--- src/rtl/ahb_lite_master.sv ---
// AHB-Lite single-transfer master: a command port feeds a two-stage address/data
// pipeline, and one response pulse is returned per completed data phase.
module ahb_lite_master #(
  parameter int AW = 16
) (
  input  logic          HCLK,
  input  logic          HRESET,
  input  logic          CMD_VALID,
  output logic          CMD_READY,
  input  logic          CMD_WRITE,
  input  logic [AW-1:0] CMD_ADDR,
  input  logic [2:0]    CMD_SIZE,
  input  logic [31:0]   CMD_WDATA,
  output logic          RSP_VALID,
  output logic [31:0]   RSP_RDATA,
  output logic          RSP_ERR,
  output logic [AW-1:0] HADDR,
  output logic [1:0]    HTRANS,
  output logic [2:0]    HSIZE,
  output logic          HWRITE,
  output logic [2:0]    HBURST,
  output logic [31:0]   HWDATA,
  input  logic          HREADY,
  input  logic          HRESP,
  input  logic [31:0]   HRDATA
);

  localparam logic [1:0] TR_IDLE   = 2'b00;
  localparam logic [1:0] TR_NONSEQ = 2'b10;

  logic          ap_vld_q,   ap_vld_d;
  logic          ap_write_q, ap_write_d;
  logic [AW-1:0] ap_addr_q,  ap_addr_d;
  logic [2:0]    ap_size_q,  ap_size_d;
  logic [31:0]   ap_wdata_q, ap_wdata_d;
  logic          dp_vld_q,   dp_vld_d;
  logic          dp_write_q, dp_write_d;
  logic [31:0]   dp_wdata_q, dp_wdata_d;
  logic          err_q,      err_d;
  logic          rsp_vld_q,  rsp_vld_d;
  logic          rsp_err_q,  rsp_err_d;
  logic [31:0]   rsp_rdata_q, rsp_rdata_d;
  logic          cmd_ready;
  logic          accept;

  // err_q marks the second cycle of a two-cycle ERROR response; the AP is frozen then
  assign cmd_ready = (!ap_vld_q || HREADY) && !err_q && !(dp_vld_q && HRESP);
  assign accept    = CMD_VALID && cmd_ready;

  always_comb begin
    ap_vld_d    = ap_vld_q;
    ap_write_d  = ap_write_q;
    ap_addr_d   = ap_addr_q;
    ap_size_d   = ap_size_q;
    ap_wdata_d  = ap_wdata_q;
    dp_vld_d    = dp_vld_q;
    dp_write_d  = dp_write_q;
    dp_wdata_d  = dp_wdata_q;
    err_d       = 1'b0;
    rsp_vld_d   = 1'b0;
    rsp_err_d   = 1'b0;
    rsp_rdata_d = rsp_rdata_q;

    if (dp_vld_q && HREADY) begin
      rsp_vld_d = 1'b1;
      rsp_err_d = HRESP;
      if (!dp_write_q && !HRESP) rsp_rdata_d = HRDATA;
    end

    if (HREADY) begin
      if (err_q) begin
        dp_vld_d = 1'b0;
      end else begin
        dp_vld_d = ap_vld_q;
        if (ap_vld_q) begin
          dp_write_d = ap_write_q;
          dp_wdata_d = ap_wdata_q;
        end
        ap_vld_d = 1'b0;
      end
    end else begin
      err_d = dp_vld_q && HRESP;
    end

    if (accept) begin
      ap_vld_d   = 1'b1;
      ap_write_d = CMD_WRITE;
      ap_addr_d  = CMD_ADDR;
      ap_size_d  = (CMD_SIZE > 3'd2) ? 3'd2 : CMD_SIZE;
      ap_wdata_d = CMD_WDATA;
    end
  end

  always_ff @(posedge HCLK) begin
    if (HRESET) begin
      ap_vld_q    <= 1'b0;
      ap_write_q  <= 1'b0;
      ap_addr_q   <= '0;
      ap_size_q   <= '0;
      ap_wdata_q  <= '0;
      dp_vld_q    <= 1'b0;
      dp_write_q  <= 1'b0;
      dp_wdata_q  <= '0;
      err_q       <= 1'b0;
      rsp_vld_q   <= 1'b0;
      rsp_err_q   <= 1'b0;
      rsp_rdata_q <= '0;
    end else begin
      ap_vld_q    <= ap_vld_d;
      ap_write_q  <= ap_write_d;
      ap_addr_q   <= ap_addr_d;
      ap_size_q   <= ap_size_d;
      ap_wdata_q  <= ap_wdata_d;
      dp_vld_q    <= dp_vld_d;
      dp_write_q  <= dp_write_d;
      dp_wdata_q  <= dp_wdata_d;
      err_q       <= err_d;
      rsp_vld_q   <= rsp_vld_d;
      rsp_err_q   <= rsp_err_d;
      rsp_rdata_q <= rsp_rdata_d;
    end
  end

  // AP fields are only rewritten on acceptance, so the bus holds its last values when idle
  assign HTRANS    = (ap_vld_q && !err_q) ? TR_NONSEQ : TR_IDLE;
  assign HADDR     = ap_addr_q;
  assign HSIZE     = ap_size_q;
  assign HWRITE    = ap_write_q;
  assign HBURST    = 3'b000;
  assign HWDATA    = dp_wdata_q;
  assign CMD_READY = cmd_ready;
  assign RSP_VALID = rsp_vld_q;
  assign RSP_ERR   = rsp_err_q;
  assign RSP_RDATA = rsp_rdata_q;

endmodule

--- config.mk ---
export PLATFORM = sky130hd
export DESIGN_NAME = ahb_lite_master
export DESIGN_NICKNAME = d
export VERILOG_FILES = /design/src/rtl/ahb_lite_master.sv
export SDC_FILE = /design/constraint.sdc
export NUM_CORES = 1
export LEC_CHECK = 0
export CORE_MARGIN = 3
export CORE_UTILIZATION = 44
export DETAILED_ROUTE_END_ITERATION = 10
export GPL_TIMING_DRIVEN = 1
export PLACE_DENSITY_LB_ADDON = 0.08
export SYNTH_ARGS = -nofsm -noshare
export SYNTH_HDL_FRONTEND = slang
export SYNTH_SLANG_ARGS = --single-unit
--- constraint.sdc ---
create_clock -name HCLK -period 1.4 [get_ports HCLK]
set_input_delay 0.28 -clock HCLK [delete_from_list [all_inputs] [get_ports HCLK]]
set_output_delay 0.28 -clock HCLK [all_outputs]
set_load 0.1 [all_outputs]
==> Word level (Yosys, flattened, before mapping) <==
Index checks and enable logic that the tools add are counted.
Widths: inputs -> output; s select.
{ "classes": {"reduce_logical": 19, "order_cmp": 1, "n_eq_ne": 1, "bitwise_logic": 2, "mux": 7} }
{ "op_table": {"columns": ["op", "count"], "rows": [
  ["$logic_and 1x1->1", 7],
  ["$logic_not 1->1", 5],
  ["$mux 1", 5],
  ["$reduce_and 2->1", 2],
  ["$reduce_or 2->1", 2],
  ["$gt 3x2->1 const B", 1],
  ["$mux 3", 1],
  ["$reduce_and 3->1", 1],
  ["$mux 2", 1],
  ["$ne 2x1->1 const B", 1],
  ["$not 1->1", 2],
  ["$reduce_bool 2->1", 1],
  ["$logic_or 1x1->1", 1]
]} }
{ "totals": {"input_bits": 89, "ff_bits": 122, "output_inout_bits": 92, "wordCells": 42} }

==> Longest topological paths before layout <==
Gate-level depths: netlist of the first run.
{ "depth": {"word_depth": 7, "ltp_mapped": 5, "mapped_depth_nobuf": 3} }

==> Worst setup path after synthesis of the first run <==
Ideal clock, no wire load.
{ "synth_timing": {"path_kind": "register -> output", "start": "register dp_vld_q", "end": "output port CMD_READY", "t_required_ns": 1.120, "n_path_buf": 2, "arrival_time_ns": 2.831, "path_slack_ns": -1.711, "path_stages_with_launch": 5, "path_cell_list": "dfxtp_1 > and2_1 > buf_4 > buf_2 > nor3_1"} }
{ "synth_via": {"elab_chain_cells": 3} }
{ "synth_rtl": {"columns": ["item", "line", "text"], "rows": [
  ["start: declaration", "36", "logic dp_vld_q, dp_vld_d;"],
  ["start signal: assignment", "114", "dp_vld_q <= dp_vld_d;"],
  ["$logic_and 1x1->1", "47", "assign cmd_ready = (!ap_vld_q || HREADY) && !err_q && !(dp_vld_q && HRESP);"],
  ["$logic_not 1->1", "47", null],
  ["$logic_and 1x1->1", "47", null],
  ["end: declaration", "9", "output logic CMD_READY,"]
]} }
No other way between the ends.

==> Final worst setup path of the first run <==
Ends and elaborated chain as after synthesis.

==> key figures, run 1 <==
STA
  – Slew Limit Fails: 0
  – Max frequency: 0.601 GHz
  – Share of the clock period used by the worst path: 119%
  – Worst setup margin: -0.263 ns
  – Min Hold Slack: between 0.1 and 0.15 ns
  – Clk_skew: 0.0112 ns
  – Final setup fails: 2
  – Setup TNS: -0.410 ns
  – Fin crit period: roughly 1.7 ns
  – Unrepaired setup endpoints after global routing: true
  – Final hold violations: 0

Detailed routing
  – Vias: 4,817
  – DRC: 0
  – Post-Route WL: 14.8 mm
  – Final ANT Viol Nets: 0
  – WL/cell: 16.8 um
  – Drt pass-1 iters: 5
  – Vias per cell: 5.44
  – Drt first-iter violations: approximately 430

Clock tree
  – CTS Buffer Depth: 2
  – Hold_buf cts: 0
  – CTS tree: done
  – Cts bufs inserted: 17
  – Root Driver: clkbuf_8
  – Clock sink count: 122
  – Clk slew on worst S/H paths: 0.06 ns
  – Worst skew pair latency: 0.50 ns
  – H-tree Lvls: 4

Floorplan
  – Rows: 37
  – Initial Util: a little under half
  – DIE WIDTH: 110 um
  – I/O Pins: 181
  – Die outline height: 110 um
  – Core region area: around 0.010 sq mm
  – Die ar.: 0.0121 sq mm

Global route
  – Global-route wire length before repair: 23.4 mm
  – Number of global-route vias before repair: 4,700
  – Tot GR Track Use: 24.4%
  – Antenna violations before repair: 0
  – Total grt overflow: 0
  – Largest net degree at the start of global routing: 58

Status
  – Failing checks: setup timing
  – Outcome: complete, but fails checks

Final layout
  – Util after Layout: 79.5%
  – Layout cells sized above 1: 27.7%
  – Fin cells: 886
  – Syn-to-layout area delta: 73.5%
  – Post-layout nets: slightly above 800
  – N_diodes: 0

Critical path
  – CP top delay family: simple AND/OR/NAND/NOR gates
  – CP cell instances: and2_4 -> nor3_4 -> buf_12
  – CP Launch Type: register
  – Worst path slowest cell: dfxtp_2
  – Crit path arrival time: 1.38 ns
  – Worst endpoint required time: between 1 and 1.5 ns
  – Crit-path max cell delay: about 0.32 ns
  – CP endpoint kind: primary output
  – Worst Path Max Fanout: 2
  – Critical path buffers and inverters: 1
  – Critical path class: register to primary output

Placed design
  – Placed cell count: 851
  – Pre-CTS WS: -0.387 ns
  – HPWL Detailed: about 10 mm
  – Placer congestion estimate: 0.786
  – Port-buffer cells: ~180

Synth
  – Avg Inst Size Synth: 8.49 sq um
  – Synth area leaders: dfxtp_1, a21oi_1, nand2_1, o31ai_1, nand4_1
  – Post-synth top area share: 51.2%
  – Register area share after synthesis: 51.2%
  – Cell variety after synth: 27
  – Synth warn: 0
  – Post-Synthesis Cells: 562
  – Top cell type by total area after synthesis: dfxtp_1
  – Flops & latches, synth: 122
  – Syn Std Cell Area: 0.00477 sq mm

Run
  – Max Cap Violations: 0

Power and ir drop
  – Leak Pwr: 3.13 nW
  – Power Dens Cells: 1130 mW/mm^2
  – Worst vdd ir: 0.931 mV

Hold path
  – Worst Hold Class: input port to register
## cell usage after synthesis, drive strengths merged
master,count
nand2,131
and4bb,1
clkbuf,19
a211oi,1
o31ai,50
dfxtp,122
nand4bb,1
nand3,1
nand3b,1
and2,2
nor2b,3
conb,1
a31oi,1
nand2b,2
nor3b,3
and3b,1
nor3,2
a21oi,117
nor2,2
inv,1
buf,48
nor4bb,1
o21ai,1
nand4,50
## stage by stage
| stage | total power [mW] | instance area, sq um |
|---|---|---|
| after detailed placement | 5.33 | 7630 |
| after CTS | 9.36 | 8220 |
| after global placement | 5.29 | 7630 |
| after global routing | 9.65 | 8280 |
| after floorplan | 4.63 | 4800 |
| final | 9.33 | 8280 |
## placed cells by master, fill, tap and decap left out, drive strengths merged
cell type	netlist	layout
nor3b	3	3
o21ai	1	1
dlymetal6s2s	0	2
and3b	1	1
o31ai	50	50
conb	1	4
nand4bb	1	1
dfxtp	122	122
and4bb	1	1
nand3	1	1
buf	48	133
nor2b	3	3
nor2	2	2
nand2b	2	2
nor4bb	1	1
nand2	131	131
clkinv	0	6
inv	1	7
nand3b	1	1
bufinv	0	1
a31oi	1	1
clkbuf	19	18
clkdlybuf4s50	0	85
clkinvlp	0	1
and2	2	2
nor3	2	2
nand4	50	50
a211oi	1	1
a21oi	117	117
## cell type report
type,count,area [sq um]
clock buffers,18,418
repair buffers,220,3060
fillers,658,2140
flip-flops and latches,122,2480
clock inverters,14,135
multi-input cells,375,2010
well taps,136,170
inverters,1,3.75
## path summary, 6_finish.rpt
path / cells past startpoint / slack, ns / startpoint / endpoint
worst max-delay path: 3 / -0.26 / dp_vld_q / CMD_READY
worst min-delay path: 2 / 0.14 / HRESP / RSP_ERR
worst max register to register: 6 / 0.05 / ap_vld_q / ap_wdata_q[22]
worst min register to register: 2 / 0.45 / ap_wdata_q[20] / HWDATA[20]
## what timing repair did
item | 4_1_cts | 5_1_grt
pin swaps | 1 | 0
hold endpoints to repair | 0 | 0
resized for setup | 8 | 32
buffers inserted | 4 | 0
endpoints found under the setup margin | 5 | 34
## flip-flops by register name, indices dropped and copies added (netlist names), 3 cells and up
name	count
HADDR	16
RSP_RDATA	32
HWDATA	32
HSIZE	3
ap_wdata_q	32
## metal layers
layer / GRT usage [%] / vias up / share of wire (%)
met2: 41.8 / 191 / 50
met4: 6.16 / 0 / 0.90
li1: - / 2335 / -
met3: 7.57 / 17 / 8.4
met5: 0 / - / 0
met1: 29.8 / 2274 / 41
## cell families (layout without fill, tap and decap cells)
kind of cell	after synthesis	after routing	synth area share, %
flip-flops	122	122	51.2
AND/OR/NAND/NOR	201	201	19.8
buffers and inverters	68	253	8.47
other	1	4	0.0786
AO/OA/AOI/OAI	170	170	20.5
## worst reg2reg max path: stages (launching register included)
cell and delay [ns]:
dfxtp_4 0.34, buf_4 0.13, buf_4 0.14, nand2b_2 0.17, buf_4 0.21, nand4_1 0.12, a21oi_1 0.17
## power by group
part	switching, mW	internal (mW)
Sequential	0.102	3.60
Combinational	0.925	0.662
Clock	1.65	2.39
(Power assumes the default switching activity.)
==> inputs of run 2 (changes only) <==
==> constraint.sdc (replaced) <==
create_clock -name HCLK -period 1.4 [get_ports HCLK]
set_input_delay 0.28 -clock HCLK [delete_from_list [all_inputs] [get_ports HCLK]]
set_output_delay 0.28 -clock HCLK [all_outputs]
set_load 0.05 [all_outputs]
==> run 2 against run 1 <==
  * The flow still finishes with violations (setup timing)
  * Non-clock buffer count is 4 lower
  * Sequential share of layout area is 0.32 points lower
  * Clock power is 7.9% higher
  * Cell area is 0.26% lower
  * Wire length is 0.11% lower
  * First-iteration DRC count is 26% lower
  * Core utilization is 0.20 points lower
  * Highest routed layer unchanged
==> key figures, run 2 (same netlist as run 1, synthesis figures left out) <==
Status
  – Outcome: complete, but fails checks
  – Failing checks: setup timing

STA
  – Fin crit period: 1.64 ns (-0.0239 ns)
  – Max frequency: 0.610 GHz (+1.5%)
  – Share of the clock period used by the worst path: 117% (-1.7 points)
  – Clk_skew: 0.00587 ns (-0.00532 ns)
  – Final hold violations: 0 (unchanged)
  – Final setup fails: 2 (unchanged)
  – Slew Limit Fails: 0 (unchanged)
  – Unrepaired setup endpoints after global routing: true
  – Worst setup margin: -0.239 ns (+0.0239 ns)

Floorplan
  – Initial Util: 45.8% (unchanged)
  – I/O Pins: 181 (unchanged)
  – Die outline height: 110 um (unchanged)
  – Rows: 37 (unchanged)
  – Core region area: 0.0104 sq mm (unchanged)
  – DIE WIDTH: 110 um (unchanged)
  – Die ar.: 0.0121 sq mm (unchanged)

Clock tree
  – Cts bufs inserted: 17 (unchanged)
  – Worst skew pair latency: 0.51 ns (about the same)
  – Clock sink count: 122 (unchanged)
  – Hold_buf cts: 0 (unchanged)
  – CTS Buffer Depth: 2 (unchanged)
  – Root Driver: clkbuf_8
  – Clk slew on worst S/H paths: 0.06 ns (about the same)
  – CTS tree: done
  – H-tree Lvls: 4 (unchanged)

Detailed routing
  – WL/cell: 16.8 um (+0.34%)
  – Post-Route WL: 14.8 mm (-0.11%)
  – Vias per cell: 5.42 (-0.30%)
  – Final ANT Viol Nets: 0 (unchanged)
  – Drt pass-1 iters: 5 (unchanged)
  – Drt first-iter violations: 321 (-26%)
  – Vias: 4,781 (-0.75%)
  – DRC: 0 (unchanged)

Power and ir drop
  – Clk pwr share: 46.6% (+3.3 points)
  – Switching Share: 25.1% (-3.6 points)
  – Gate power share: 13.9% (-3.1 points)
  – Power Internal: 7.02 mW (+5.4%)
  – Power Dens Cells: 1130 mW/mm^2 (+0.57%)
  – Switch Pwr: 2.35 mW (-12%)
  – Worst vdd ir: 0.907 mV (-2.6%)
  – Reg power frac: 39.5% (-0.2 points)
  – Leak Pwr: 3.10 nW (-1.1%)

Global route
  – Antenna violations before repair: 0 (unchanged)
  – Largest net degree at the start of global routing: 35 (-40%)
  – Global-route wire length before repair: 22.5 mm (-3.7%)
  – Total grt overflow: 0 (unchanged)
  – Number of global-route vias before repair: 4,591 (-2.3%)
  – Tot GR Track Use: 23.5% (-0.90 points)

Critical path
  – Worst Path Max Fanout: 4 (+2)
  – Critical path class: register to primary output
  – CP Launch Type: register
  – Reg-to-reg setup timing slack: 0.04 ns (about the same)
  – Worst endpoint required time: 1.12 ns (about the same)
  – Crit path arrival time: 1.36 ns (-0.02 ns)
  – CP endpoint kind: primary output

Final layout
  – Layout cells sized above 1: 23.2% (-4.5 points)
  – Syn-to-layout area delta: 73.0%
  – Reg area: 0.00245 sq mm (-1.3%)
  – Fin cells: 882 (-0.45%)
  – Post-layout nets: 822 (-0.48%)
  – Most common cell after layout, fill and taps aside: nand2_1
  – Util after Layout: 79.3% (-0.20 points)
  – Layout fillers: 675 (+2.6%)
  – Most frequent cells in the layout: nand2_1, dfxtp_1, a21oi_1
  – Footprint of the multi-input gates: 0.00199 sq mm (-0.75%)
  – N_diodes: 0 (unchanged)

Placed design
  – Port-buffer cells: 176 (unchanged)
  – Pre-CTS WS: -0.434 ns (-0.0468 ns)
  – HPWL Detailed: 10.4 mm (+0.90%)
  – Placed cell count: 845 (-0.71%)
  – Placer congestion estimate: 0.823 (+4.8%)

Hold path
  – Worst Hold Class: input port to register

Run
  – Max Cap Violations: 0 (unchanged)
==> run 2: changes by cell type in the layout (fill, tap and decap cells not counted), sizes merged <==
cell           before  now
dlygate4sd2         0    1
clkbuf             18   19
bufinv              1    3
clkinvlp            1    5
clkdlybuf4s50      85   86
inv                 7    4
dlymetal6s2s        2    0
clkinv              6    2
buf               133  129
==> run 2: worst max-delay path, stage by stage, from the launching register on <==
cell and delay (ns):
dfxtp_4 0.34, nor2b_4 0.14, nor3_4 0.19, buf_6 0.19
==> run 2: repair_timing <==
item | 4_1_cts | 5_1_grt
setup buffers | 2 | 3
setup endpoints to repair | 2 | 23
pin swaps | 2 | 1
gates resized for setup | 6 | 5
==> run 2: power groups by stage <==
stage / clock, mW / combinational (mW) / sequential (mW)
floorplan: 0 / 0.440 / 3.93
global placement: 0 / 1.25 / 3.77
detailed placement: 0 / 1.27 / 3.77
CTS: 4.40 / 1.29 / 3.70
global route: 4.56 / 1.38 / 3.71
finish: 4.36 / 1.30 / 3.70
==> run 2: final cells by class <==
| type | instances | area share (%) |
|---|---|---|
| clock buffer | 19 | 5.23 |
| clock inverter | 13 | 2.03 |
| inverter | 1 | 0.0454 |
| multi-input combinational | 375 | 24.1 |
| sequential | 122 | 29.7 |
| tap | 136 | 2.06 |
| timing repair buffer | 216 | 36.8 |
==> run 2: stage by stage <==
step	hold WS (ns)	power (mW)	area, sq um	TNS, ns
finish	0.0351	9.36	8260	-0.415
global route	0.0213	9.64	8260	-0.485
CTS	0.0154	9.38	8220	-0.527
detailed placement	0.451	5.05	7590	-37.30
global placement	0.445	5.01	7590	-30.06
floorplan	0.356	4.37	4800	-0.0552
==> run 2: worst paths after layout <==
check               endpoint      startpoint  depth (start not counted)
setup / recovery   CMD_READY        ap_vld_q                          3
hold / removal         err_q          HRESET                          2
setup reg to reg   HADDR[10]        dp_vld_q                          5
hold reg to reg   HWDATA[17]  ap_wdata_q[17]                          2
==> run 2: per-layer routing <==
metal	up-vias	share of wire, %	global-route usage (%)
li1	2322	-	-
met5	-	0	0
met2	180	51	40.8
met4	0	1.1	6.16
met1	2265	40	28.2
met3	14	8.5	7.11
